File: src/rtl/mul_share_pkg.sv
// Shared constants, arbiter pick type and round-robin scan for the shared multiplier.
package mul_share_pkg;

   localparam int unsigned W     = 4;
   localparam int unsigned N_REQ = 4;
   localparam int unsigned IDW   = (N_REQ > 1) ? $clog2(N_REQ) : 1;
   localparam int unsigned CNT_W = 16;

   typedef struct packed {
      logic           found;
      logic [IDW-1:0] idx;
   } pick_t;

   // First set bit of valid, scanning upward from ptr and wrapping modulo N_REQ.
   function automatic pick_t rr_pick(input logic [N_REQ-1:0] valid, input logic [IDW-1:0] ptr);
      pick_t       p;
      int unsigned j;
      p.found = 1'b0;
      p.idx   = '0;
      for (int unsigned k = 0; k < N_REQ; k++) begin
         j = (32'(ptr) + k) % N_REQ;
         if (!p.found && valid[IDW'(j)]) begin
            p.found = 1'b1;
            p.idx   = IDW'(j);
         end
      end
      return p;
   endfunction

endpackage

File: src/rtl/mul_share_arbiter_mul_core_w.sv
// Purely combinational unsigned W x W -> 2W multiplier; any equivalent netlist may replace it.
module mul_core_w
   import mul_share_pkg::*;
(
   input  logic [W-1:0]   a,
   input  logic [W-1:0]   b,
   output logic [2*W-1:0] z_c
);

   // Full-width product, operands widened first so nothing is truncated.
   always_comb begin
      z_c = (2*W)'(a) * (2*W)'(b);
   end

endmodule

File: src/rtl/mul_share_arbiter.sv
// Round-robin sharing of one multiplier among N_REQ requesters with a one-deep result register.
module mul_share_arbiter
   import mul_share_pkg::*;
#(
   parameter int unsigned OP_CNT_W = CNT_W
)
(
   input  logic                  clk,
   input  logic                  rst,
   input  logic [N_REQ-1:0]      in_valid,
   output logic [N_REQ-1:0]      in_ready,
   input  logic [N_REQ*W-1:0]    in_a,
   input  logic [N_REQ*W-1:0]    in_b,
   output logic                  out_valid,
   input  logic                  out_ready,
   output logic [2*W-1:0]        out_z,
   output logic [IDW-1:0]        out_id,
   output logic [OP_CNT_W-1:0]   op_count
);

   logic                out_valid_q, out_valid_d;
   logic [2*W-1:0]      out_z_q, out_z_d;
   logic [IDW-1:0]      out_id_q, out_id_d;
   logic [IDW-1:0]      rr_ptr_q, rr_ptr_d;
   logic [OP_CNT_W-1:0] op_count_q, op_count_d;

   pick_t          pick;
   logic           slot_free;
   logic           accept;
   logic [W-1:0]   a_sel;
   logic [W-1:0]   b_sel;
   logic [2*W-1:0] prod_c;

   // Grant selection and accept; in_ready is held low during reset.
   always_comb begin
      pick      = rr_pick(in_valid, rr_ptr_q);
      slot_free = !out_valid_q || out_ready;
      accept    = pick.found && slot_free && !rst;
      in_ready  = '0;
      if (accept) begin
         in_ready[pick.idx] = 1'b1;
      end
   end

   // Operand mux feeding the shared multiplier from the granted requester.
   always_comb begin
      a_sel = '0;
      b_sel = '0;
      for (int unsigned i = 0; i < N_REQ; i++) begin
         if (IDW'(i) == pick.idx) begin
            a_sel = in_a[i*W +: W];
            b_sel = in_b[i*W +: W];
         end
      end
   end

   mul_core_w u_mul (
      .a   (a_sel),
      .b   (b_sel),
      .z_c (prod_c)
   );

   // Next-state for result register, round-robin pointer and saturating counter.
   always_comb begin
      out_valid_d = out_valid_q;
      out_z_d     = out_z_q;
      out_id_d    = out_id_q;
      rr_ptr_d    = rr_ptr_q;
      op_count_d  = op_count_q;
      if (accept) begin
         out_valid_d = 1'b1;
         out_z_d     = prod_c;
         out_id_d    = pick.idx;
         rr_ptr_d    = (pick.idx == IDW'(N_REQ - 1)) ? '0 : pick.idx + IDW'(1);
         op_count_d  = (&op_count_q) ? op_count_q : op_count_q + OP_CNT_W'(1);
      end else if (out_valid_q && out_ready) begin
         out_valid_d = 1'b0;
      end
   end

   // State registers, asynchronously cleared.
   always_ff @(posedge clk or posedge rst) begin
      if (rst) begin
         out_valid_q <= 1'b0;
         out_z_q     <= '0;
         out_id_q    <= '0;
         rr_ptr_q    <= '0;
         op_count_q  <= '0;
      end else begin
         out_valid_q <= out_valid_d;
         out_z_q     <= out_z_d;
         out_id_q    <= out_id_d;
         rr_ptr_q    <= rr_ptr_d;
         op_count_q  <= op_count_d;
      end
   end

   assign out_valid = out_valid_q;
   assign out_z     = out_z_q;
   assign out_id    = out_id_q;
   assign op_count  = op_count_q;

endmodule
File: config.mk
export PLATFORM = sky130hd
export DESIGN_NAME = mul_share_arbiter
export DESIGN_NICKNAME = d
export VERILOG_FILES = /design/src/rtl/mul_share_pkg.sv /design/src/rtl/mul_share_arbiter_mul_core_w.sv /design/src/rtl/mul_share_arbiter.sv
export SDC_FILE = /design/constraint.sdc
export NUM_CORES = 1
export LEC_CHECK = 0
export ABC_AREA = 1
export CAP_MARGIN = 10
export CORE_UTILIZATION = 45
export CTS_CLUSTER_DIAMETER = 120
export CTS_CLUSTER_SIZE = 12
export DETAILED_ROUTE_END_ITERATION = 10
export PLACE_DENSITY_LB_ADDON = 0.2
export SYNTH_ARGS = -nofsm -noshare
export SYNTH_HDL_FRONTEND = slang
export SYNTH_SLANG_ARGS = --single-unit
File: constraint.sdc
create_clock -name clk -period 6 [get_ports clk]
set_clock_uncertainty 0.2 [all_clocks]
set_input_delay 1.2 -clock clk [delete_from_list [all_inputs] [get_ports clk]]
set_output_delay 1.2 -clock clk [all_outputs]
set_load 0.05 [all_outputs]
==> metrics, run 1 <==
post-synth top area share=29.1%; CP max FO=9; worst-case hold slack=0.283 ns; die area=5850 um^2; Max Buffers Root-to-Sink=2; RD Place Congestion=0.861; CP delay by family, top=adder cells; Total Wirelength=6330 um; Seq/Total Area, Yosys=29.1%; fmax=0.177 GHz; initial core utilization=47.7%; via count=2541; Final setup viols=0; final worst path period need=5.64 ns; final-report hold violation count=0; ranking of synthesized cells by area=dfrtp_1, nand2_1, ha_1; Slew HR=64.8%; vias in the first global route=2496; ys flop type=dfrtp_1; share of cells above drive strength 1=7.95%; synthesis warning total=0; Mapped Area=2500 um^2; drt via density=4.98; Worst Tran Pin Value=0.527 ns; post-route ant nets=0; multi-input logic area=1580 um^2; Syn-to-layout area delta=38.5%; Iteration-0 DRC Markers=102; CTS root buf=clkbuf_8; TritonCTS buffer count=5; initial antenna violation count=0; H-tree depth=2; CP Capture Type=flip-flop; boundary pin count=70; total gr overflow=0; Max-Cap Viols=0; worst path cell trace=clkdlybuf4s50_1, inv_1, nand2_1, nand2_1, o21ai_2, nand3_1, nand3_1, nand3_1, inv_1, ha_1, buf_4, a22oi_1, nand2_1, o21ai_0, a21oi_1, nand2_1, fa_1, inv_1, fa_1, inv_1, fa_1, o21ai_1, xnor2_1, o21ai_0; largest net degree at the start of global routing=32; DRC=0; status=finished, final reports clean; final net count=499; Clock Pin Slew Worst Setup and Hold Paths=0.07 ns; detailed placement HPWL=4680 um; most instantiated cells after synthesis=nand2_1, inv_1, nor2_1; # fillers=460; Synth area leader=dfrtp_1; CP required=5.96 ns; Worst EP arrival=5.60 ns; synthesized flop and latch total=29; slowest stage delay, CP=0.57 ns; share of flip-flops with an asynchronous set or reset=100%; final period utilization=93.9%; syn_nets=417; core area=5240 um^2; Slowest-stage cell, CP=fa_1; kind of critical path=input port to flip-flop; num rows=26; Synth Area per Inst=7.00 um^2; Total GRT Usage=22.8%; Post-synth EDFFs=0; Port Buf Inserts=69; worst skew pair latency=0.29 ns; top-count cell post-synth=nand2_1; Buf/Inv on CP=6; DRT Pass-1 Iters=4; global-route wire length before repair=10900 um; clock sinks=29; die width=76.5 um; Avg WL per Cell=12.4 um; die extent in y=76.5 um; type of the tightest min-delay check=flip-flop to flip-flop; Yosys cell types=31; max-slew violation count=0; register area=726 um^2; antenna diode count=0; CP Launch Type=input port; CTS tree=built; Mapped Cells=357
## tightest hold or removal path, cell delays in order (launching register included)
cell and delay [ns]:
dfrtp_1 0.34, nand2_1 0.05, nand2_1 0.06
## final timing paths
| kind | slack, ns | from | depth (start not counted) | endpoint |
|---|---|---|---|---|
| setup / recovery | 0.36 | in_valid[1] | 24 | out_z[6] |
| hold / removal | 0.28 | out_id[1] | 2 | out_id[1] |
| setup reg to reg | 1.01 | rr_ptr_q[0] | 24 | out_z[6] |
| hold reg to reg | 0.28 | out_id[1] | 2 | out_id[1] |
| max in group asynchronous | 4.13 | rst | 3 | op_count[3] |
| min in group asynchronous | 1.17 | rst | 3 | out_valid |
## final cells by class
class / count / area share [%]
Multi-Input combinational cell: 279 / 45.5
Timing Repair Buffer: 82 / 22.8
Sequential cell: 29 / 21.0
Inverter: 41 / 4.56
Tap cell: 70 / 2.53
Clock buffer: 6 / 2.39
Clock inverter: 2 / 1.08
Timing Repair inverter: 1 / 0.145
## state kept, by name, summed over array words and instances, names as in the netlist
register and count:
out_z 8, out_valid 1, rr_ptr_q 2, op_count 16
out_id 2
## cells in the final DEF, fill, tap and decap left out, drive strengths merged, types with 2 or more instances in the layout
master / instances
ha: 17
nor2: 37
dfrtp: 29
nor3: 6
nor4: 2
inv: 40
buf: 13
xor2: 9
fa: 4
xnor2: 9
a22oi: 10
o21ai: 15
nand3: 19
clkinvlp: 3
clkdlybuf4s50: 69
clkbuf: 6
nand2: 133
a22o: 2
nand4: 7
a21oi: 7
## per-stage QoR
stage,util [%],cell area [um^2],setup slack [ns],setup TNS [ns],instances
floorplan,-,2500,0.405,0,357
global placement,63.0,3300,0.0941,0,499
detailed placement,63.0,3300,-0.0730,-0.0730,499
CTS,65.3,3420,0.210,0,507
global route,66.1,3460,-0.0384,-0.0384,510
finish,66.1,3460,0.364,0,510
## cell families after synthesis
logic type               synth area share [%]
AND/OR/NAND/NOR                          35.9
buffers and inverters                    8.47
AO/OA/AOI/OAI                            8.57
flip-flops                               29.1
adder cells (fa/ha/maj)                  11.7
XOR/XNOR                                 6.31
## layer usage
metal  track usage (%)  wire (um)  vias to the layer above
met2              40.5       2990                       74
met3              4.55        340                        4
li1                  -          -                     1308
met4              4.62         22                        0
met5                 0          0                        -
met1              28.5       2980                     1155
## timing repair
action                                  4_1_cts  5_1_grt
buffers inserted                              0        2
hold buffers                                  0        0
endpoints found under the setup margin        0        4
resized for setup                             0        6
Power of run 1 is not shown: default switching activity piles up to over one toggle a cycle in this logic, so the estimate is an artifact.
==> run 2, diff against run 1 <==
PLACE_DENSITY = 0.79   (was unset)
PLACE_DENSITY_LB_ADDON = unset   (was 0.2)
==> run 2 against run 1 <==
Via count increased by 2.4%. Global-route usage grew 0.49 points. Flip-flop and latch count unchanged. Final area is 1.3% lower. Count of clock-buffer cells in the layout is 1 higher. Non-clock buffer count shrank 2. Critical path depth did not move. Setup slack improved by 0.025 ns. Worst hold slack gained 0.0037 ns. Utilization decreased by 0.86 points. Register-to-register slack worse by 0.04 ns. First-iteration DRC count is 20% higher. Largest cell class unchanged.
==> metrics, run 2 (same netlist as run 1, synthesis figures left out) <==
hold path cells=2 (unchanged); final period utilization=93.5% (-0.42 points); boundary pin count=70 (unchanged); worst path cell trace=clkdlybuf4s50_1, inv_1, nand2_1, nand3_1, nand2_1, nor2_4, nand3_1, nand3_1, nand2_1, ha_1, nor2_2, buf_4, nand2_1, nand2_1, a22o_1, nand2_1, fa_1, inv_1, fa_1, inv_1, fa_1, o21ai_1, xnor2_1, o21ai_0; detailed placement HPWL=4810 um (+2.7%); Avg WL per Cell=12.8 um (+3.0%); max-slew violation count=0 (unchanged); CTS root buf=clkbuf_8; CP Capture Type=flip-flop; largest net degree at the start of global routing=32 (unchanged); CP max FO=5 (-4); die extent in y=76.5 um (unchanged); CP Launch Type=input port; Placed Cells=499 (unchanged); num rows=26 (unchanged); type of the tightest min-delay check=flip-flop to flip-flop; status=finished, final reports clean; TritonCTS buffer count=5 (unchanged); Clock Pin Slew Worst Setup and Hold Paths=0.07 ns (about the same); Worst Tran Pin Value=0.540 ns (+0.0130 ns); initial core utilization=47.7% (unchanged); Buf/Inv on CP=5 (-1); Port Buf Inserts=69 (unchanged); vias in the first global route=2539 (+1.7%); final net count=496 (-0.60%); via count=2603 (+2.4%); number of flip-flops in the largest register=16 (unchanged); share of cells above drive strength 1=7.32% (-0.63 points); total gr overflow=0 (unchanged); Final setup viols=0 (unchanged); die width=76.5 um (unchanged); worst-case hold slack=0.286 ns (+0.00371 ns); Crit path top cell by count=nand2_1; global-route wire length before repair=11000 um (+1.2%); RD Place Congestion=0.893 (+3.8%); Finished Layout Cells=507 (-0.59%); Max-Cap Viols=0 (unchanged); slowest stage delay, CP=0.56 ns (about the same); Worst path depth=24 (unchanged); worst skew pair latency=0.29 ns (about the same); most common cell after layout, fill and taps aside=nand2_1; post-route ant nets=0 (unchanged); Syn-to-layout area delta=36.7%; Slew HR=63.9% (-0.87 points); clock sinks=29 (unchanged); fmax=0.178 GHz (+0.45%); worst reg-to-reg path cell count=24 (unchanged); most frequent cells in the layout=nand2_1, clkdlybuf4s50_1, inv_1; antenna diode count=0 (unchanged); final-report hold violation count=0 (unchanged); Slowest-stage cell, CP=fa_1; initial antenna violation count=0 (unchanged); Worst EP arrival=5.57 ns (-0.03 ns); Iteration-0 DRC Markers=122 (+20%); Max Buffers Root-to-Sink=2 (unchanged); core area=5240 um^2 (unchanged); kind of critical path=input port to flip-flop; die area=5850 um^2 (unchanged); final worst path period need=5.61 ns (-0.0253 ns); drt via density=5.13 (+3.0%); Total Wirelength=6480 um (+2.4%); CTS tree=built; Total GRT Usage=23.3% (+0.49 points); DRC=0 (unchanged); CP required=5.96 ns (about the same); unrepaired setup endpoints after global routing=false; H-tree depth=2 (unchanged); CP delay by family, top=adder cells; Post-CTS Setup Repair Bufs=0 (unchanged); DRT Pass-1 Iters=4 (unchanged)
[run 2: cell type report]
type                    instances  area [um^2]
clock buffers                   7         96.3
clock inverters                 1         5.00
fillers                       456         1820
inverters                      41          154
multi-input cells             279         1570
flip-flops and latches         29          726
well taps                      70         87.6
repair buffers                 80          773
[run 2: worst paths after layout]
| path | start | to | slack (ns) |
|---|---|---|---|
| hold reg to reg | out_id[0] | out_id[0] | 0.29 |
| min in group asynchronous | rst | out_valid | 1.19 |
| max in group asynchronous | rst | op_count[9] | 4.12 |
| setup / recovery | in_valid[1] | out_z[6] | 0.39 |
| hold / removal | out_id[0] | out_id[0] | 0.29 |
| setup reg to reg | rr_ptr_q[0] | out_z[6] | 0.97 |
[run 2: tightest hold or removal path, stage by stage (launching register included)]
cell and delay [ns]:
dfrtp_1 0.34, nand2_1 0.05, o21ai_0 0.06
[run 2: routing by layer]
layer / global-route usage (%) / vias to the layer above / share of wire [%] / wire length, um
met4: 10.0 / 0 / 2.3 / 150
met2: 38.6 / 99 / 46 / 2960
met5: 0 / - / 0 / 0
li1: - / 1293 / - / -
met1: 29.2 / 1195 / 45 / 2890
met3: 5.03 / 16 / 7.4 / 480
[run 2: what timing repair did]
item	4_1_cts	5_1_grt
hold buffers	0	0
endpoints found under the setup margin	0	2
resized for setup	0	5
[run 2: per-stage QoR]
| stage | TNS, ns | util, % | setup slack [ns] | instance area (um^2) |
|---|---|---|---|---|
| after detailed placement | -0.0174 | 63.0 | -0.0174 | 3300 |
| final | 0 | 65.2 | 0.389 | 3410 |
| after global routing | 0 | 65.2 | 0.0347 | 3410 |
| after floorplan | 0 | - | 0.405 | 2500 |
| after CTS | 0 | 65.0 | 0.291 | 3400 |
| after global placement | 0 | 63.0 | 0.132 | 3300 |
Power of run 2 is left out for the same reason.
==> run 3, diff against run 2 <==
==> constraint.sdc (replaced) <==
create_clock -name clk -period 6 [get_ports clk]
set_clock_uncertainty 0.2 [all_clocks]
set_input_delay 1.8 -clock clk [delete_from_list [all_inputs] [get_ports clk]]
set_output_delay 1.8 -clock clk [all_outputs]
set_load 0.05 [all_outputs]
==> run 3 against run 2 <==
Count of clock-buffer cells in the layout increased by 1. Maximum frequency fell by 1.8%. Setup slack got worse by 0.10 ns. First-iteration DRC count increased by 8.2%. Global-route usage increased by 1.3 points. Final cell count up 3.6%. Routed wire length increased by 10%. Die area did not move. Critical path depth up 3.
==> metrics, run 3 (same netlist as run 1, synthesis figures left out) <==
most common cell after layout, fill and taps aside=nand2_1; Hold Crit Start=out_id[0]; Clock Pin Slew Worst Setup and Hold Paths=0.06 ns (about the same); Worst R2R Setup Slack=1.17 ns (+0.20 ns); TritonCTS buffer count=5 (unchanged); hold path cells=2 (unchanged); die width=76.5 um (unchanged); Finished Layout Cells=525 (+3.6%); DRC=0 (unchanged); Avg WL per Cell=13.6 um (+6.6%); multi-input logic area=1740 um^2 (+11%); busiest grt layer=met2; final setup margin=0.287 ns (-0.102 ns); Finished Core Util=71.6% (+6.5 points); post-route cell area=3750 um^2 (+9.9%); Worst EP arrival=5.72 ns (+0.15 ns); detailed placement HPWL=5110 um (+6.4%); met2 usage=44.8% (+6.2 points); worst r2r src=rr_ptr_q[0]; CTS tree=built; final period utilization=95.2% (+1.7 points); vias in the first global route=2553 (+0.55%); boundary pin count=70 (unchanged); antenna diode count=0 (unchanged); RD Place Congestion=0.920 (+3.0%); register area=726 um^2 (unchanged); core area=5240 um^2 (unchanged); via count=2687 (+3.2%); final-report hold violation count=0 (unchanged); Syn-to-layout area delta=50.3%; CP Launch Type=input port; fmax=0.175 GHz (-1.8%); status=finished, final reports clean; initial core utilization=47.7% (unchanged); die extent in y=76.5 um (unchanged); Final setup viols=0 (unchanged); Slowest-stage cell, CP=fa_1; Crit path top cell by count=nand2_1; Iteration-0 DRC Markers=132 (+8.2%); Max Buffers Root-to-Sink=2 (unchanged); worst reg-to-reg path cell count=26 (+8.3%); most frequent cells in the layout=nand2_1, clkdlybuf4s50_1, nor2_1; final worst path period need=5.71 ns (+0.102 ns); CP Capture Type=flip-flop; Post-DP Area=3470 um^2 (+5.0%); global-route wire length before repair=11700 um (+5.5%); CP required=6.01 ns (+0.05 ns); Slew HR=63.4% (-0.52 points); max-slew violation count=0 (unchanged); reg2reg end=out_z[4]; DRT Pass-1 Iters=4 (unchanged); final net count=514 (+3.6%); CP startpoint=in_valid[1]; number of flip-flops in the largest register=16 (unchanged); drt via density=5.12 (-0.31%); H-tree depth=2 (unchanged); met3 usage=5.39% (+0.36 points); share of cells above drive strength 1=19.3% (+12 points); worst skew pair latency=0.28 ns (about the same); num rows=26 (unchanged); CP max FO=6 (+1); CTS root buf=clkbuf_8; Total Wirelength=7150 um (+10%); largest net degree at the start of global routing=32 (unchanged); initial antenna violation count=0 (unchanged); Critical Path End=out_z[4]; grt met1 use=28.9% (-0.34 points); die area=5850 um^2 (unchanged); Max-Cap Viols=0 (unchanged); kind of critical path=input port to flip-flop; slowest stage delay, CP=0.58 ns (+0.02 ns); type of the tightest min-delay check=flip-flop to flip-flop; post-route ant nets=0 (unchanged); Total GRT Usage=24.6% (+1.3 points); total gr overflow=0 (unchanged); Placed Cells=514 (+3.0%); Port Buf Inserts=69 (unchanged); Worst Tran Pin Value=0.548 ns (+0.00777 ns); clock sinks=29 (unchanged); # fillers=407 (-11%); pre-CTS setup slack=-0.442 ns (-0.425 ns); unrepaired setup endpoints after global routing=false
-- run 3: critical path, delay by kind of cell --
family,cells,cell delay [ns]
fa+ha+maj,4,1.62
simple gates,9,0.89
buf+inv,9,0.81
compound gates,4,0.44
xor+xnor,1,0.14
-- run 3: layout make-up --
cell class                      count  area share, %
Clock buffer                        8           2.13
Inverter                           41           4.10
Multi-Input combinational cell    279           46.3
Sequential cell                    29           19.3
Tap cell                           70           2.33
Timing Repair Buffer               98           25.7
-- run 3: worst min-delay path by stage --
stage	to	slack, ns
global route	out_z[6]	0.32
detailed placement	out_z[4]	0.28
global placement	out_z[1]	0.26
finish	out_id[0]	0.29
CTS	out_z[3]	0.30
floorplan	rr_ptr_q[0]	0.39
-- run 3: repair_timing --
action | 4_1_cts | 5_1_grt
gates cloned | 0 | 0
resized for setup | 15 | 38
pin swaps | 10 | 16
hold endpoints to repair | 0 | 0
setup buffers | 2 | 1
endpoints found under the setup margin | 5 | 8
hold buffers | 0 | 0
-- run 3: layer usage --
| metal | routed length (um) | part of all wire (%) |
|---|---|---|
| met1 | 2970 | 42 |
| met2 | 3640 | 51 |
| met4 | 110 | 1.5 |
| met3 | 427 | 6.0 |
| met5 | 0 | 0 |
-- run 3: stage by stage --
stage | TNS (ns) | hold WS [ns]
after global routing | 0 | 0.317
final | 0 | 0.291
after floorplan | 0 | 0.388
after CTS | -0.0732 | 0.300
after global placement | -1.05 | 0.263
after detailed placement | -1.97 | 0.283
Power of run 3 is left out for the same reason.
